[src/rtl/fpu_f32_accum_seq_if.sv]
// Stream-in / sum-out / adder-port bundle for the F32 accumulation sequencer.
// slave = sequencer side, master = upstream producer, downstream consumer and adder.
interface fpu_f32_accum_seq_if #(
    parameter int COUNT_W = 16
);
    logic               i_valid;
    logic               i_ready;
    logic [31:0]        i_data;
    logic               i_last;
    logic               o_valid;
    logic               o_ready;
    logic [31:0]        o_data;
    logic [COUNT_W-1:0] o_count;
    logic [31:0]        add_a;
    logic [31:0]        add_b;
    logic [31:0]        add_o;
    logic               busy;

    modport slave (
        input  i_valid, i_data, i_last, o_ready, add_o,
        output i_ready, o_valid, o_data, o_count, add_a, add_b, busy
    );

    modport master (
        output i_valid, i_data, i_last, o_ready, add_o,
        input  i_ready, o_valid, o_data, o_count, add_a, add_b, busy
    );
endinterface

[src/rtl/fpu_f32_accum_seq.sv]
// Purpose: left-fold a valid/ready F32 stream into one sum per i_last burst via an external adder.
// Latency: single-element burst -> o_valid next cycle; each further element costs ADD_LATENCY+2 cycles.
// Backpressure: i_ready low while waiting on the adder or holding a result; result held until o_ready.
module fpu_f32_accum_seq #(
    parameter int ADD_LATENCY = 0,
    parameter int COUNT_W     = 16
) (
    input  logic              clk,
    input  logic              rst,
    fpu_f32_accum_seq_if.slave bus
);
    localparam int WCNT_W = (ADD_LATENCY > 0) ? $clog2(ADD_LATENCY + 1) : 1;

    typedef enum logic [1:0] {IDLE, ACC, WAIT, DONE} state_t;

    state_t             state;
    logic [31:0]        acc_r;
    logic [31:0]        opb_r;
    logic [COUNT_W-1:0] cnt;
    logic [WCNT_W-1:0]  wcnt;
    logic               last_r;
    logic               in_rdy;
    logic               in_xfer;

    assign in_rdy  = ((state == IDLE) || (state == ACC)) && !rst;
    assign in_xfer = bus.i_valid && in_rdy;

    always_ff @(posedge clk) begin
        if (rst) begin
            state  <= IDLE;
            acc_r  <= '0;
            opb_r  <= '0;
            cnt    <= '0;
            wcnt   <= '0;
            last_r <= 1'b0;
        end else begin
            case (state)
                // First element seeds the accumulator untouched, so -0 and NaN payloads survive.
                IDLE: if (in_xfer) begin
                    acc_r <= bus.i_data;
                    cnt   <= COUNT_W'(1);
                    state <= bus.i_last ? DONE : ACC;
                end
                ACC: if (in_xfer) begin
                    opb_r  <= bus.i_data;
                    last_r <= bus.i_last;
                    if (cnt != '1)
                        cnt <= cnt + COUNT_W'(1);
                    wcnt   <= WCNT_W'(ADD_LATENCY);
                    state  <= WAIT;
                end
                // add_a/add_b stay frozen here until the adder result is captured.
                WAIT: if (wcnt != '0) begin
                    wcnt <= wcnt - WCNT_W'(1);
                end else begin
                    acc_r <= bus.add_o;
                    state <= last_r ? DONE : ACC;
                end
                DONE: if (bus.o_ready)
                    state <= IDLE;
                default: state <= IDLE;
            endcase
        end
    end

    assign bus.i_ready = in_rdy;
    assign bus.o_valid = (state == DONE);
    assign bus.o_data  = acc_r;
    assign bus.o_count = cnt;
    assign bus.add_a   = acc_r;
    assign bus.add_b   = opb_r;
    assign bus.busy    = (state != IDLE);
endmodule

[src/flat_wrapper.sv]
// flat-port wrapper written by rule: the top's interface ports become plain ports
module fpu_f32_accum_seq_flat 
#(
    parameter int ADD_LATENCY = 0,
    parameter int COUNT_W     = 16
)
  (clk, rst, bus_i_valid, bus_i_data, bus_i_last, bus_o_ready, bus_add_o, bus_i_ready, bus_o_valid, bus_o_data, bus_o_count, bus_add_a, bus_add_b, bus_busy);
  fpu_f32_accum_seq_if #(.COUNT_W(COUNT_W)) bus_i ();
  input  logic clk;
  input  logic rst;
  input wire logic [$bits(bus_i.i_valid)-1:0] bus_i_valid;
  input wire logic [$bits(bus_i.i_data)-1:0] bus_i_data;
  input wire logic [$bits(bus_i.i_last)-1:0] bus_i_last;
  input wire logic [$bits(bus_i.o_ready)-1:0] bus_o_ready;
  input wire logic [$bits(bus_i.add_o)-1:0] bus_add_o;
  output wire logic [$bits(bus_i.i_ready)-1:0] bus_i_ready;
  output wire logic [$bits(bus_i.o_valid)-1:0] bus_o_valid;
  output wire logic [$bits(bus_i.o_data)-1:0] bus_o_data;
  output wire logic [$bits(bus_i.o_count)-1:0] bus_o_count;
  output wire logic [$bits(bus_i.add_a)-1:0] bus_add_a;
  output wire logic [$bits(bus_i.add_b)-1:0] bus_add_b;
  output wire logic [$bits(bus_i.busy)-1:0] bus_busy;
  assign bus_i.i_valid = bus_i_valid;
  assign bus_i.i_data = bus_i_data;
  assign bus_i.i_last = bus_i_last;
  assign bus_i.o_ready = bus_o_ready;
  assign bus_i.add_o = bus_add_o;
  assign bus_i_ready = bus_i.i_ready;
  assign bus_o_valid = bus_i.o_valid;
  assign bus_o_data = bus_i.o_data;
  assign bus_o_count = bus_i.o_count;
  assign bus_add_a = bus_i.add_a;
  assign bus_add_b = bus_i.add_b;
  assign bus_busy = bus_i.busy;
  fpu_f32_accum_seq #(.ADD_LATENCY(ADD_LATENCY), .COUNT_W(COUNT_W)) u_core (.clk(clk), .rst(rst), .bus(bus_i));
endmodule
[config.mk]
export PLATFORM = sky130hd
export DESIGN_NAME = fpu_f32_accum_seq_flat
export DESIGN_NICKNAME = d
export VERILOG_FILES = /design/src/rtl/fpu_f32_accum_seq_if.sv /design/src/rtl/fpu_f32_accum_seq.sv /design/src/flat_wrapper.sv
export SDC_FILE = /design/constraint.sdc
export NUM_CORES = 1
export LEC_CHECK = 0
export CORE_MARGIN = 3
export CORE_UTILIZATION = 40
export DETAILED_ROUTE_END_ITERATION = 10
export GPL_TIMING_DRIVEN = 0
export PLACE_DENSITY = 0.79
export SYNTH_ARGS = -nofsm -noshare
export SYNTH_HDL_FRONTEND = slang
export SYNTH_SLANG_ARGS = --single-unit
[constraint.sdc]
create_clock -name clk -period 5.35 [get_ports clk]
set_input_delay 1.07 -clock clk [delete_from_list [all_inputs] [get_ports clk]]
set_output_delay 1.07 -clock clk [all_outputs]
set_load 0.01 [all_outputs]
==> summary.md, run 1 <==
| Metric | Value |
|---|---|
| Status | `finished clean` |
| WL per Instance | `16.3 um` |
| Num CTS Buffers | `9` |
| Maximum vdd drop | `0.170 mV` |
| Layout cells sized above 1 | `0.102` |
| Top Ports | `184` |
| Synth area leaders | `dfxtp_1 (44%), mux2i_1 (8.5%), nand2_1 (7.5%), a211oi_1 (6.6%), buf_4 (6.4%)` |
| Cell internal pwr | `1.07 mW` |
| Setup CP Type | `input pin to output pin` |
| Final setup violation count | `0` |
| CP max FO | `10` |
| Asr flop ratio synth | `0` |
| Area leader, netlist | `dfxtp_1` |
| Lkg Pwr | `2.07 nW` |
| Via count | `3895` |
| Largest net degree at the start of global routing | `16` |
| Worst Skew | `8.31 ps` |
| Post-synthesis mux area share | `0.0847` |
| Share of the synthesized area in the top cell type | `0.439` |
| CTS sink count | `83` |
| Starting Density | `0.423` |
| Layout Nets | `712` |
| Tightest Pin Transition | `749 ps` |
| Port-buffer cells | `182` |
| RSZ-0062 raised after global routing | `false` |
| Synth Area in XOR/XNOR | `0.00232` |
| Register area share after synthesis | `0.439` |
| Max-cap check violation count | `0` |
| H-tree levels | `3` |
| Worst hold slack | `457 ps` |
| Fin util | `0.665` |
| Worst setup endpoint | `bus_i_ready` |
| Post-Synth Adder-Cell Area | `0.00331` |
| #FFs+latches synth | `83` |
| Slew Limit Fails | `0` |
| Routed vias/inst | `5.16` |
| Crit-path cells | `buf_2, clkbuf_1, clkbuf_1, nor2_1, clkdlybuf4s50_1` |
| YS warnings | `0` |
| Combinational Power Share | `0.237` |
| GR Overflow Total | `0` |
| Gate count of the mapped netlist | `449` |
| Initial antenna violation count | `0` |
| R2R Path End | `u_core.bus.add_a[23]$_SDFFE_PP0P_` |
| CTS resizes | `0` |
| Global-route wire length before repair | `~19000 um` |
| Sequential fraction of design power | `0.454` |
| FP Rows | `34` |
| CTS max path bufs | `2` |
| Worst Setup SP | `rst` |
| FF-to-FF Start | `u_core.state[1]$_SDFFE_PP0P_` |
| Startpoint types | `input pin` |
| Fmax | `264 MHz` |
| Post-synth top flop | `dfxtp_1` |
| Fin area | `~0.006 mm^2` |
| Switch Pwr | `between 0.4 and 0.5 mW` |
| Worst skew pair latency | `350 ps` |
| Mapped cell area | `~0.0038 mm^2` |
| Clk pin slew, worst setup/hold paths | `90 ps` |
| Global router's overall resource usage | `0.229` |
| WP buf/inv | `4` |
| Min cycle time layout | `3790 ps` |
| DIE HEIGHT | `~100 um` |
| Critical Path End Type | `output pin` |
| Final-layout fill cell count | `756` |
| CTS Hold Bufs | `0` |
| WL final | `12300 um` |
| Syn Nets | `about 520` |
| Sw frac | `0.278` |
| Post-synthesis compound-gate area fraction | `0.176` |
| CP dominant cell by count | `clkbuf_1` |
| Crit path arrival time | `2720 ps` |
| DRT iter0 DRCs | `133` |
| # DRC | `0` |
| Post-CTS Setup Inserts | `0` |
| Hold WC Path Type | `flop to flop` |
| DP Area | `0.00574 mm^2` |
| Clock tree from TritonCTS | `done` |
| Distinct cells, synth | `38` |
| Family with the most delay on the worst path | `buffers and inverters` |
| Post-synth EDFFs | `0` |
| WP data required | `around 4300 ps` |
| Slowest-stage cell, CP | `clkdlybuf4s50_1` |
| Period utilization | `0.709` |
| Post-Synth Simple-Gate Area | `0.191` |
| Post-DP HPWL | `between 9000 and 10000 um` |
| Post-route ant nets | `0` |
| Syn Area/Cell | `8.42 um^2` |
| DRT Pass-1 Iters | `4` |
| Worst reg2reg setup slack | `3170 ps` |
| Synth-to-layout area growth | `57.1%` |
| Number of global-route vias before repair | `around 3900` |
| PD cells | `249 mW/mm^2` |
| Final Hold Viols | `0` |
| GP Congestion | `0.815` |
| TNS Setup | `0 ps` |
| Max-Slew Margin vs Limit | `0.501` |
| Die W | `103 um` |
| Worst stage delay on the critical path | `~500 ps` |
| Crit path depth | `5` |
| Root Buffer | `clkbuf_8` |
| Full die area | `approximately 0.011 mm^2` |
| Power share of the clock group | `0.309` |
| Main combinational cell family by area after synthesis | `simple AND/OR/NAND/NOR gates` |
| R2r worst-path depth | `6` |
| Core ar. | `0.00893 mm^2` |
| Ant. Diodes | `0` |
## how the worst min path moves through the flow
stage                     cells past startpoint                                to                              from
after floorplan                               2        u_core.last_r$_SDFFE_PP0P_        u_core.last_r$_SDFFE_PP0P_
after global routing                          2  u_core.bus.add_b[5]$_SDFFE_PP0P_  u_core.bus.add_b[5]$_SDFFE_PP0P_
final                                         2  u_core.bus.add_b[8]$_SDFFE_PP0P_  u_core.bus.add_b[8]$_SDFFE_PP0P_
after CTS                                     2  u_core.bus.add_b[8]$_SDFFE_PP0P_  u_core.bus.add_b[8]$_SDFFE_PP0P_
after detailed placement                      2  u_core.bus.add_b[8]$_SDFFE_PP0P_  u_core.bus.add_b[8]$_SDFFE_PP0P_
after global placement                        2  u_core.bus.add_b[8]$_SDFFE_PP0P_  u_core.bus.add_b[8]$_SDFFE_PP0P_
## synth_stat cells (4+ instances only)
master and n:
clkbuf_1 18, a41oi_1 4, mux2i_1 32, a211oi_1 33, nand2_1 76, a21oi_1 45
dfxtp_1 83, and2_1 5, buf_4 32, buf_2 14, o21ai_0 12, nand3_1 8
or4_1 5, nor2b_1 4, nor2_1 40
## metrics by stage
stage	power, mW	std cells	setup WS (ps)
global route	1.55	755	1450
finish	1.48	755	1560
CTS	1.49	755	1560
detailed placement	1.04	739	1570
floorplan	0.843	449	2390
global placement	1.03	739	1530
## layer usage
layer,global-route usage,part of all wire,vias to the layer above
met5,0,0,-
met2,0.411,0.51,139
met1,0.271,0.42,1809
li1,-,-,1932
met4,0.0717,0.014,0
met3,0.0490,0.059,15
## cell families after synthesis
group                    after synthesis
adder cells (fa/ha/maj)                1
flip-flops                            83
AO/OA/AOI/OAI                        107
buffers and inverters                 67
AND/OR/NAND/NOR                      158
multiplexers                          32
XOR/XNOR                               1
## worst min-delay path: cells and delay by family (launching register included)
kind             cells  cell delay [ps]
AND/OR/NAND/NOR      1               50
AO/OA/AOI/OAI        1               50
flip-flops           1              310
## cells in the final DEF (no fill, tap or decap), types with 3 or more instances in the layout
cell,netlist,final
buf_4,32,32
clkbuf_8,0,9
nor2_1,40,40
nand2_1,76,76
a31oi_1,3,3
a41oi_1,4,4
clkinv_4,0,3
o21ai_0,12,12
and3_1,3,3
a211oi_1,33,33
dfxtp_1,83,83
o211ai_1,3,3
clkdlybuf4s50_1,0,182
a311oi_1,3,3
and2_1,5,5
nand3_1,8,8
a21oi_1,45,45
nor2b_1,4,4
clkbuf_1,18,18
mux2i_1,32,32
nor3_1,3,3
or4_1,5,5
buf_2,14,14
## power by group through the flow
stage / combinational, mW / clock (mW) / sequential [mW]
floorplan: 0.147 / 0 / 0.696
global placement: 0.345 / 0 / 0.685
detailed placement: 0.354 / 0 / 0.687
CTS: 0.355 / 0.467 / 0.673
global route: 0.382 / 0.495 / 0.677
finish: 0.352 / 0.457 / 0.673
## state kept, by name, indices dropped and copies added (netlist names)
| name | cells |
|---|---|
| u_core.bus.add_a | 32 |
| u_core.bus.add_b | 32 |
| u_core.bus.o_count | 16 |
| u_core.last_r | 1 |
| u_core.state | 2 |
## final cells by class
type                            count  area [um^2]  share of cell area
Timing Repair Buffer              182         1820               0.307
Multi-Input combinational cell    299         1730               0.291
Sequential cell                    83         1660               0.280
Buffer                             66          385              0.0649
Tap cell                          108          135              0.0228
Clock buffer                        9          124              0.0209
Clock inverter                      7         77.6              0.0131
Inverter                            1         3.75            0.000632
(Power assumes the default switching activity.)
==> run 2: changes to the inputs <==
==> constraint.sdc (replaced) <==
create_clock -name clk -period 3.7 [get_ports clk]
set_input_delay 0.74 -clock clk [delete_from_list [all_inputs] [get_ports clk]]
set_output_delay 0.74 -clock clk [all_outputs]
set_load 0.01 [all_outputs]
==> results of run 2 <==
Same layout as run 1 (identical final DEF). Status: finished clean.
Main changes from that run: setup slack after placement 1570 ps -> 576 ps; setup slack after layout 1560 ps -> 569 ps; register-to-register setup slack 3170 ps -> 1520 ps; total power 1.48 mW -> 2.14 mW; worst IR drop on VDD 0.170 mV -> 0.245 mV
==> run 3: changes to the inputs <==
==> constraint.sdc (replaced) <==
create_clock -name clk -period 3.3 [get_ports clk]
set_input_delay 0.66 -clock clk [delete_from_list [all_inputs] [get_ports clk]]
set_output_delay 0.66 -clock clk [all_outputs]
set_load 0.01 [all_outputs]
==> results of run 3 <==
Same layout as run 1 (identical final DEF). Status: finished clean.
Main changes from that run: setup slack after placement 1570 ps -> 336 ps; setup slack after layout 1560 ps -> 329 ps; register-to-register setup slack 3170 ps -> 1120 ps; total power 1.48 mW -> 2.40 mW; worst IR drop on VDD 0.170 mV -> 0.275 mV
